## src/rtl/spi_capture_buffer.sv

```systemverilog
// Triggered capture buffer behind the SPI byte decoder: waits for a masked trigger byte, then stores
// up to CAPTURE_LEN bytes into a FIFO drained by a host read port. Optional macro: SPI_CAPBUF_DETCOUNT_EN.
module spi_capture_buffer #(
  parameter int unsigned DEPTH       = 16,
  parameter int unsigned CAPTURE_LEN = 8
) (
  input  logic        clk,
  input  logic        rst_n,
  input  logic [7:0]  in_data,
  input  logic        in_valid,
  input  logic        in_detected,
  input  logic        arm,
  input  logic [7:0]  trig_value,
  input  logic [7:0]  trig_mask,
  input  logic        rd_en,
  output logic [7:0]  rd_data,
  output logic        rd_valid,
  output logic        empty,
  output logic        full,
  output logic        overflow,
  output logic [1:0]  state,
  output logic [15:0] det_count
);

  localparam int unsigned DW = 8;
  localparam int unsigned AW = $clog2(DEPTH);
  localparam int unsigned CW = AW + 1;
  localparam int unsigned LW = 8;

  typedef enum logic [1:0] {
    S_IDLE    = 2'd0,
    S_ARMED   = 2'd1,
    S_CAPTURE = 2'd2,
    S_DONE    = 2'd3
  } state_t;

  state_t        state_q, state_d;
  logic [DW-1:0] mem [DEPTH];
  logic [AW-1:0] wr_ptr_q, wr_ptr_d;
  logic [AW-1:0] rd_ptr_q, rd_ptr_d;
  logic [CW-1:0] count_q, count_d;
  logic [LW-1:0] cap_cnt_q, cap_cnt_d;
  logic          overflow_q, overflow_d;
  logic          empty_q, full_q;
  logic          rd_valid_q;
  logic [DW-1:0] rd_data_q;

  logic          match_c;
  logic          wr_c;
  logic          rd_c;

  assign match_c = ((in_data ^ trig_value) & trig_mask) == '0;

  // Reads need stored data; arm wins over a coincident read.
  assign rd_c = rd_en && !arm && !empty_q;

  // Next-state, capture counter, write/drop decision.
  always_comb begin
    state_d    = state_q;
    cap_cnt_d  = cap_cnt_q;
    overflow_d = overflow_q;
    wr_c       = 1'b0;
    if (arm) begin
      state_d    = S_ARMED;
      cap_cnt_d  = '0;
      overflow_d = 1'b0;
    end else begin
      case (state_q)
        S_IDLE: begin
        end
        S_ARMED: begin
          if (in_valid && match_c) begin
            wr_c      = 1'b1;
            cap_cnt_d = LW'(1);
            state_d   = (CAPTURE_LEN == 1) ? S_DONE : S_CAPTURE;
          end
        end
        S_CAPTURE: begin
          if (in_valid) begin
            cap_cnt_d = cap_cnt_q + LW'(1);
            if (!full_q || rd_c) begin
              wr_c = 1'b1;
            end else begin
              overflow_d = 1'b1;
            end
            if (cap_cnt_d == LW'(CAPTURE_LEN)) begin
              state_d = S_DONE;
            end
          end
        end
        S_DONE: begin
        end
        default: state_d = S_IDLE;
      endcase
    end
  end

  // Pointer and occupancy updates; arm resets the FIFO outright.
  always_comb begin
    wr_ptr_d = wr_ptr_q;
    rd_ptr_d = rd_ptr_q;
    count_d  = count_q;
    if (arm) begin
      wr_ptr_d = '0;
      rd_ptr_d = '0;
      count_d  = '0;
    end else begin
      if (wr_c) wr_ptr_d = wr_ptr_q + AW'(1);
      if (rd_c) rd_ptr_d = rd_ptr_q + AW'(1);
      case ({wr_c, rd_c})
        2'b10:   count_d = count_q + CW'(1);
        2'b01:   count_d = count_q - CW'(1);
        default: count_d = count_q;
      endcase
    end
  end

  always_ff @(posedge clk or negedge rst_n) begin
    if (!rst_n) begin
      state_q <= S_IDLE;
    end else begin
      state_q <= state_d;
    end
  end

  always_ff @(posedge clk or negedge rst_n) begin
    if (!rst_n) begin
      wr_ptr_q   <= '0;
      rd_ptr_q   <= '0;
      count_q    <= '0;
      cap_cnt_q  <= '0;
      overflow_q <= 1'b0;
      empty_q    <= 1'b1;
      full_q     <= 1'b0;
      rd_valid_q <= 1'b0;
      rd_data_q  <= '0;
    end else begin
      wr_ptr_q   <= wr_ptr_d;
      rd_ptr_q   <= rd_ptr_d;
      count_q    <= count_d;
      cap_cnt_q  <= cap_cnt_d;
      overflow_q <= overflow_d;
      empty_q    <= (count_d == '0);
      full_q     <= (count_d == CW'(DEPTH));
      rd_valid_q <= rd_c;
      if (rd_c) rd_data_q <= mem[rd_ptr_q];
    end
  end

  // Storage array carries no reset; occupancy tracking guards every read.
  always_ff @(posedge clk) begin
    if (wr_c) mem[wr_ptr_q] <= in_data;
  end

`ifdef SPI_CAPBUF_DETCOUNT_EN
  logic [15:0] det_q;

  // Saturating frame counter, live only while a capture is pending or running.
  always_ff @(posedge clk or negedge rst_n) begin
    if (!rst_n) begin
      det_q <= '0;
    end else if (arm) begin
      det_q <= '0;
    end else if (in_detected && (state_q == S_ARMED || state_q == S_CAPTURE)
                 && det_q != 16'hFFFF) begin
      det_q <= det_q + 16'd1;
    end
  end

  assign det_count = det_q;
`else
  logic unused_detected;

  assign unused_detected = in_detected;
  assign det_count       = 16'h0000;
`endif

  assign rd_data  = rd_data_q;
  assign rd_valid = rd_valid_q;
  assign empty    = empty_q;
  assign full     = full_q;
  assign overflow = overflow_q;
  assign state    = state_q;

endmodule

```

## config.mk

```make
export PLATFORM = sky130hd
export DESIGN_NAME = spi_capture_buffer
export DESIGN_NICKNAME = d
export VERILOG_FILES = /design/src/rtl/spi_capture_buffer.sv
export SDC_FILE = /design/constraint.sdc
export NUM_CORES = 1
export LEC_CHECK = 0
export BUFFER_PORTS_ARGS = -buffer_cell sky130_fd_sc_hd__buf_2
export CORE_MARGIN = 5
export CORE_UTILIZATION = 64
export CTS_CLUSTER_DIAMETER = 60
export DETAILED_ROUTE_END_ITERATION = 6
export PLACE_DENSITY = 0.83
export RECOVER_POWER = 100
export SLEW_MARGIN = 5
export SYNTH_ARGS = -nofsm -noshare
export SYNTH_HDL_FRONTEND = slang
export SYNTH_SLANG_ARGS = --single-unit
```

## constraint.sdc

```tcl
create_clock -name clk -period 5 [get_ports clk]
set_input_delay 0.5 -clock clk [delete_from_list [all_inputs] [get_ports clk]]
set_output_delay 0.5 -clock clk [all_outputs]
set_load 0.01 [all_outputs]
```

==> results of run 1 <==
[cell families after synthesis]
| kind of cell | after synthesis |
|---|---|
| buffers and inverters | 48 |
| xor gates and xnor gates | 19 |
| AOI/OAI and AO/OA | 49 |
| adders and majority gates | 11 |
| and+or+nand+nor | 93 |
| other | 1 |
| muxes | 52 |
| DFF | 163 |
[metal layers]
layer  global-route usage  share of wire
met1                0.333           0.40
met2                0.397           0.51
met3               0.0538          0.073
met4               0.0897          0.019
met5                    0              0
[power breakdown]
| group | internal, uW | switching [uW] | total, uW | leakage [uW] |
|---|---|---|---|---|
| Combinational | 110 | 177 | 287 | 0.000844 |
| Sequential | 1510 | 36.6 | 1540 | 0.00162 |
| Clock | 703 | 557 | 1260 | 0.000271 |
| Total | 2320 | 771 | 3090 | 0.00273 |
[critical path, delay by kind of cell]
family | cells | cell delay [ns]
and+or+nand+nor | 2 | 2.09
AOI/OAI and AO/OA | 2 | 0.66
buffers and inverters | 1 | 0.57
xor gates and xnor gates | 1 | 0.19
[placed cells by master (no fill, tap or decap), types with 12 or more instances in the layout]
master	count
edfxtp_1	128
mux4_2	40
dfrtp_1	33
clkbuf_1	26
nor2_1	24
buf_2	20
clkbuf_16	17
conb_1	16
nand2_1	15
a21oi_1	15
inv_1	12
and2_0	12
[flip-flops by register name, summed over array words and instances, names as in the netlist]
signal,flops
rd_ptr_q,4
state,2
empty,1
rd_data,8
count_q,5
cap_cnt_q,8
full,1
rd_valid,1
wr_ptr_q,4
mem,128
overflow,1
[worst max-delay path by stage]
stage                  startpoint         end  slack, ns  cells after the start
floorplan           trig_value[3]        full       1.69                     16
global placement       in_data[3]        full       1.16                     15
detailed placement     in_data[4]        full       1.03                     15
CTS                    in_data[4]        full       1.43                     15
global route           in_data[4]  mem[13][6]       0.60                      6
finish                 in_data[4]  mem[13][3]       0.97                      6
[Yosys cell counts, drive strengths merged, types with 10 or more instances]
| cell type | count | area share |
|---|---|---|
| and2 | 13 | 0.011 |
| clkbuf | 12 | 0.0063 |
| mux4 | 40 | 0.13 |
| inv | 12 | 0.0063 |
| dfrtp | 34 | 0.12 |
| nor2 | 24 | 0.013 |
| ha | 11 | 0.019 |
| nand2 | 15 | 0.0078 |
| buf | 24 | 0.024 |
| edfxtp | 128 | 0.54 |
| a21oi | 16 | 0.012 |
| o21ai | 10 | 0.0070 |
| xor2 | 11 | 0.013 |
| nand3 | 10 | 0.0070 |
[through the flow]
stage	total power, uW	hold WS [ns]	setup slack, ns	cell area, um^2	cells
2_1_floorplan	1770	0.204	1.69	7240	451
6_report	3090	0.491	0.970	7950	633
5_1_grt	3220	0.524	0.598	7950	633
4_1_cts	3130	0.193	1.43	8020	633
3_5_place_dp	1880	0.495	1.03	7450	601
3_3_place_gp	1860	0.481	1.16	7450	601
[cell type report]
type | instances | area, um^2 | share of cell area
clock buffers | 18 | 429 | 0.0540
clock inverters | 14 | 145 | 0.0183
inverters | 12 | 45.0 | 0.00566
multi-input cells | 240 | 2230 | 0.281
flip-flops and latches | 163 | 4720 | 0.594
well taps | 140 | 175 | 0.0220
repair buffers | 46 | 201 | 0.0253
==> results.txt, run 1 <==
----------------------------------------------------
[Route]
  Average vias per placed instance ... 6.41
  Number of design-rule violations left by the first detailed-router iteration ... 292
  Wire per inst ... 23.3 um
  Routed Antenna Nets ... 0
  DRT Pass-1 Iters ... 5
  Number of DRC violations after detailed routing ... 0
  Detailed-route via count ... 4057
  Post-detailed-routing wire length ... 14800 um

[CTS]
  Worst-path clk slew ... 0.06 ns
  Clock tree sinks ... 163
  Total number of H-tree levels ... 4
  Clock tree from TritonCTS ... done
  Hold-fix buffers at CTS ... 0
  Maximum root-to-sink buffer count ... 2
  PostCTS Resize Cnt ... 0
  CTS buffer count ... 17
  Number of post-CTS setup repair buffers ... 0
  Library cell used as clock root buffer ... clkbuf_16
  Clock insertion delay at the later pin of the skew report ... 0.42 ns

[Worst setup path]
  CP peak stage delay ... 1.69 ns
  Depth of the worst register-to-register path ... 4
  Arrival time of data at the critical path endpoint ... 4.03 ns
  CP max FO ... 17
  Critical-path top delay cell ... nor4b_1
  Start of the worst register-to-register path ... rd_ptr_q[0]
  Sort of element at the end of the critical path ... flip-flop
  RR Endpoint ... rd_data[3]
  Start-to-end type of the worst setup path ... in -> reg
  Type of origin of the critical path ... input port
  Reg2Reg Setup Slack ... 1.19 ns
  CP cell instances ... clkbuf_1, xor2_1, a22o_1, nor4_4, a31oi_2, nor4b_1
  Data required time at the worst endpoint ... 5.00 ns

[Outcome]
  Violations in the final reports ... max-capacitance violations, max-slew violations
  Outcome ... finished, violations left

[Worst hold path]
  Endpoint of the worst hold-timing path ... cap_cnt_q[0]
  Worst hold path depth ... 4
  Classification of the worst-slack hold path ... in -> reg
  HP Start ... in_valid

[GRT]
  Via count of the first global-routing pass ... 4192
  Total gr overflow ... 0
  Largest net degree at the start of global routing ... 36
  Initial antenna violation count ... 0
  Global-route wire length before repair ... 23500 um
  Tot GR Track Use ... 0.245

[Synth]
  Most used flip-flop cell after synthesis ... edfxtp_1
  Count of mapped cells out of synthesis ... 436
  Average cell area after synthesis ... 16.5 um^2
  Fraction of the mapped netlist area in compound gates ... 0.0488
  Flops & latches, synth ... 163
  Number of distinct standard cells referenced by the synthesized netlist ... 53
  Share of synthesized registers carrying an async set or reset ... 0.215
  Synth Area in Simple Gates ... 0.0707
  Area of the mapped netlist ... 7180 um^2
  Share of synthesized area spent on multiplexers ... 0.144
  EDFF count, synth ... 128
  Xor and xnor area share after synthesis ... 0.0232
  Dominant combinational cell family by area after synthesis ... multiplexers
  Post-synthesis sequential area ratio ... 0.657
  Area share of fa/ha/maj cells after synthesis ... 0.0192
  Synthesis Warnings ... 0

[Cells and area]
  Core Util, Final ... 0.727
  Layout overhead on the synthesized area ... 10.7%
  Number of diodes added for antenna fixing ... 0
  Fraction of final layout cells with drive strength greater than 1 ... 0.219
  Final net count ... 521
  Filler Cells Inserted ... 662

[Floorplanning]
  IO Pins ... 60
  Full die area ... 13400 um^2
  Horiz. Die Dim ... 116 um
  Initial Util ... 0.657
  Vertical die dimension ... 116 um
  Floorplan core area ... 10900 um^2
  Placement row count ... 38

[STA]
  Final hold violation count ... 0
  Worst-margin pin slew ... 2.02 ns
  F_max ... 248 MHz
  RSZ-0062 raised after global routing ... no
  Final min period ... 4.03 ns
  Worst Clk Skew ... 0.00754 ns
  Period utilization ... 0.806
  Number of pins exceeding their max-slew limit in the final report ... 45
  Worst max-slew margin expressed relative to the limit ... -0.366
  Setup_tns ... 0 ns
  Final setup violation count ... 0

[Pwr]
  Leakage ... 0.00273 uW
  Largest voltage drop on the vdd net ... 0.229 mV
  Areal power density over the cells ... 389 nW/um^2

[Placement]
  Input/output buffers ... 42
  Post-detail-place hpwl ... 9310 um
  Final weighted congestion in routability-driven placement ... 0.906

[Flow run]
  Number of maximum-capacitance violations ... 2

----------------------------------------------------
Power figures use the tool's default switching activity.
==> inputs of run 2 (changes only) <==
--- a/config.mk
+++ b/config.mk
@@ -7,10 +7,10 @@
 export LEC_CHECK = 0
 export BUFFER_PORTS_ARGS = -buffer_cell sky130_fd_sc_hd__buf_2
 export CORE_MARGIN = 5
-export CORE_UTILIZATION = 64
+export CORE_UTILIZATION = 59
 export CTS_CLUSTER_DIAMETER = 60
 export DETAILED_ROUTE_END_ITERATION = 6
-export PLACE_DENSITY = 0.83
+export PLACE_DENSITY = 0.77
 export RECOVER_POWER = 100
 export SLEW_MARGIN = 5
 export SYNTH_ARGS = -nofsm -noshare
==> constraint.sdc (replaced) <==
create_clock -name clk -period 3.75 [get_ports clk]
set_input_delay 0.375 -clock clk [delete_from_list [all_inputs] [get_ports clk]]
set_output_delay 0.375 -clock clk [all_outputs]
set_load 0.01 [all_outputs]
==> run 2 against run 1 <==
The run still ends with max-capacitance violations, max-slew violations left. Highest routed layer unchanged. Global-route usage shrank 3.9 points. Final area up 0.46%. Combinational power is 32% higher. Clock skew fell by 0.0018 ns. Largest power group unchanged.
==> results.txt, run 2 (synthesized netlist as in run 1, its figures left out) <==
----------------------------------------------------
[Outcome]
  Outcome ... finished, violations left
  Violations in the final reports ... max-capacitance violations, max-slew violations

[Route]
  Post-detailed-routing wire length ... 13900 um (-5.6%)
  Number of DRC violations after detailed routing ... 0 (unchanged)
  Wire per inst ... 21.5 um (-7.8%)
  Routed Antenna Nets ... 0 (unchanged)
  DRT Pass-1 Iters ... 5 (unchanged)
  Average vias per placed instance ... 6.12 (-4.6%)
  Number of design-rule violations left by the first detailed-router iteration ... 382 (+31%)
  Detailed-route via count ... 3963 (-2.3%)

[STA]
  Period utilization ... 0.880
  Final setup violation count ... 0 (unchanged)
  Worst max-slew margin expressed relative to the limit ... -0.322 (+0.0433)
  F_max ... 303 MHz
  RSZ-0062 raised after global routing ... no
  Worst Clk Skew ... 0.00577 ns (-0.00178 ns)
  Worst-margin pin slew ... 1.98 ns (-0.0365 ns)
  Number of pins exceeding their max-slew limit in the final report ... 36 (-20%)
  Final min period ... 3.30 ns
  Setup_tns ... 0 ns (unchanged)
  Final hold violation count ... 0 (unchanged)

[Cells and area]
  Area occupied by multi-input gates ... 2230 um^2 (-0.28%)
  Area occupied by registers ... 4720 um^2 (about the same)
  Register with the highest flop count ... mem
  Final cell count without fillers ... 648 (+2.4%)
  Number of diodes added for antenna fixing ... 0 (unchanged)
  Filler Cells Inserted ... 803 (+21%)
  Largest register FFs ... 128 (unchanged)
  Most frequent cells in the layout ... edfxtp_1, mux4_2, dfrtp_1
  Most common cell after layout, fill and taps aside ... edfxtp_1
  Final net count ... 529 (+1.5%)
  Layout overhead on the synthesized area ... 11.2%
  Fraction of final layout cells with drive strength greater than 1 ... 0.230 (+0.0105)
  Core Util, Final ... 0.668 (-0.0593)
  Final instance area ... 7990 um^2 (+0.46%)

[CTS]
  Worst-path clk slew ... 0.06 ns (about the same)
  Maximum root-to-sink buffer count ... 2 (unchanged)
  CTS buffer count ... 17 (unchanged)
  Clock tree from TritonCTS ... done
  PostCTS Resize Cnt ... 0 (unchanged)
  Clock tree sinks ... 163 (unchanged)
  Library cell used as clock root buffer ... clkbuf_16
  Total number of H-tree levels ... 4 (unchanged)
  Hold-fix buffers at CTS ... 0 (unchanged)
  Number of post-CTS setup repair buffers ... 0 (unchanged)
  Clock insertion delay at the later pin of the skew report ... 0.42 ns (about the same)

[Pwr]
  Switch share ... 0.244 (-0.00484)
  Seq pwr share ... 0.504 (+0.004)
  Share of power burned in combinational logic ... 0.093 (about the same)
  Portion of total power attributed to the clock network ... 0.403 (-0.005)
  Leakage ... 0.00278 uW (+1.6%)
  Post-route total power ... 4080 uW (+32%)
  Switching component of the power ... 997 uW (+29%)
  Design internal power ... 3080 uW (+33%)
  Largest voltage drop on the vdd net ... 0.393 mV (+72%)
  Areal power density over the cells ... 510 nW/um^2 (+31%)

[Floorplanning]
  Placement row count ... 40 (+5.3%)
  Floorplan core area ... 12000 um^2 (+9.4%)
  IO Pins ... 60 (unchanged)
  Horiz. Die Dim ... 120 um (+3.8%)
  Initial Util ... 0.600 (-0.0563)
  Vertical die dimension ... 120 um (+3.8%)
  Full die area ... 14500 um^2 (+7.7%)

[Flow run]
  Number of maximum-capacitance violations ... 1 (-1)

[Worst setup path]
  Count of buffer and inverter cells on the critical path ... 2 (+1)
  Start-to-end type of the worst setup path ... in -> reg
  Sort of element at the end of the critical path ... flip-flop
  CP cell instances ... clkbuf_1, xor2_1, a22o_1, nor4_4, a31oi_1, nor2_1, inv_1, ha_1, xor2_1, ha_1, a211oi_1, o21ai_0, xnor2_1, nor2_1, and4_1
  Type of origin of the critical path ... input port
  CP top delay family ... compound AO/OA/AOI/OAI gates
  CP peak stage delay ... 0.54 ns (-1.15 ns)
  Data required time at the worst endpoint ... 4.06 ns (-0.94 ns)
  Arrival time of data at the critical path endpoint ... 3.61 ns (-0.42 ns)
  Critical-path top delay cell ... clkbuf_1
  CP max FO ... 17 (unchanged)

[GRT]
  Initial antenna violation count ... 0 (unchanged)
  Global-route wire length before repair ... 22000 um (-6.4%)
  Total gr overflow ... 0 (unchanged)
  Tot GR Track Use ... 0.206 (-0.0387)
  Largest net degree at the start of global routing ... 36 (unchanged)
  Via count of the first global-routing pass ... 3969 (-5.3%)

[Placement]
  Final weighted congestion in routability-driven placement ... 0.868 (-4.3%)
  Post-detail-place hpwl ... 9130 um (-1.9%)
  Input/output buffers ... 42 (unchanged)
  Total instance count after detailed placement ... 616 (+2.5%)
  Placed cell areas ... 7510 um^2 (+0.82%)

[Worst hold path]
  Classification of the worst-slack hold path ... in -> reg

----------------------------------------------------
## run 2: cell count changes in the layout (fill, tap and decap cells not counted), moves of 2 or more
cell and delta:
clkbuf_1 -3, inv_8 -2, buf_4 +3, buf_2 +7, clkinv_1 +2, clkinvlp_4 -2
## run 2: power by group through the flow
stage / clock network [uW] / logic [uW] / registers (uW)
finish: 1640 / 379 / 2060
global route: 1740 / 421 / 2070
CTS: 1660 / 412 / 2060
detailed placement: 0 / 410 / 2090
global placement: 0 / 397 / 2090
floorplan: 0 / 253 / 2110
## run 2: layer usage
metal / GRT usage / up-vias / routed length [um]
li1: - / 1776 / -
met1: 0.286 / 2028 / 6030
met2: 0.328 / 148 / 6940
met3: 0.0491 / 11 / 793
met4: 0.0701 / 0 / 178
met5: 0 / - / 0
## run 2: cell type report
cell class | instances | share of cell area
clock buffers | 18 | 0.0537
clock inverters | 14 | 0.0161
inverters | 12 | 0.00564
multi-input cells | 240 | 0.279
flip-flops and latches | 163 | 0.591
well taps | 147 | 0.0230
repair buffers | 54 | 0.0316
## run 2: worst register-to-register path: stages (launching register included)
cell      delay, ns
dfrtp_1        1.19
clkbuf_1       0.62
mux4_2         0.58
mux4_2         0.46
mux2_2         0.27
## run 2: per-stage QoR
step / hold slack [ns] / worst slack, ns
floorplan: 0.0794 / 0.556
global placement: 0.478 / 0.394
detailed placement: 0.487 / 0.260
CTS: 0.0661 / 0.668
global route: 0.349 / 0.194
finish: 0.352 / 0.452
## run 2: worst paths after layout
kind,from,endpoint,slack [ns],depth (start not counted)
min in group asynchronous,rst_n,rd_data[5],0.50,1
setup reg to reg,rd_ptr_q[0],rd_data[7],0.53,4
hold reg to reg,overflow,overflow,0.50,2
setup / recovery,in_data[5],full,0.45,15
max in group asynchronous,rst_n,cap_cnt_q[7],2.10,1
hold / removal,in_data[4],mem[11][4],0.35,1
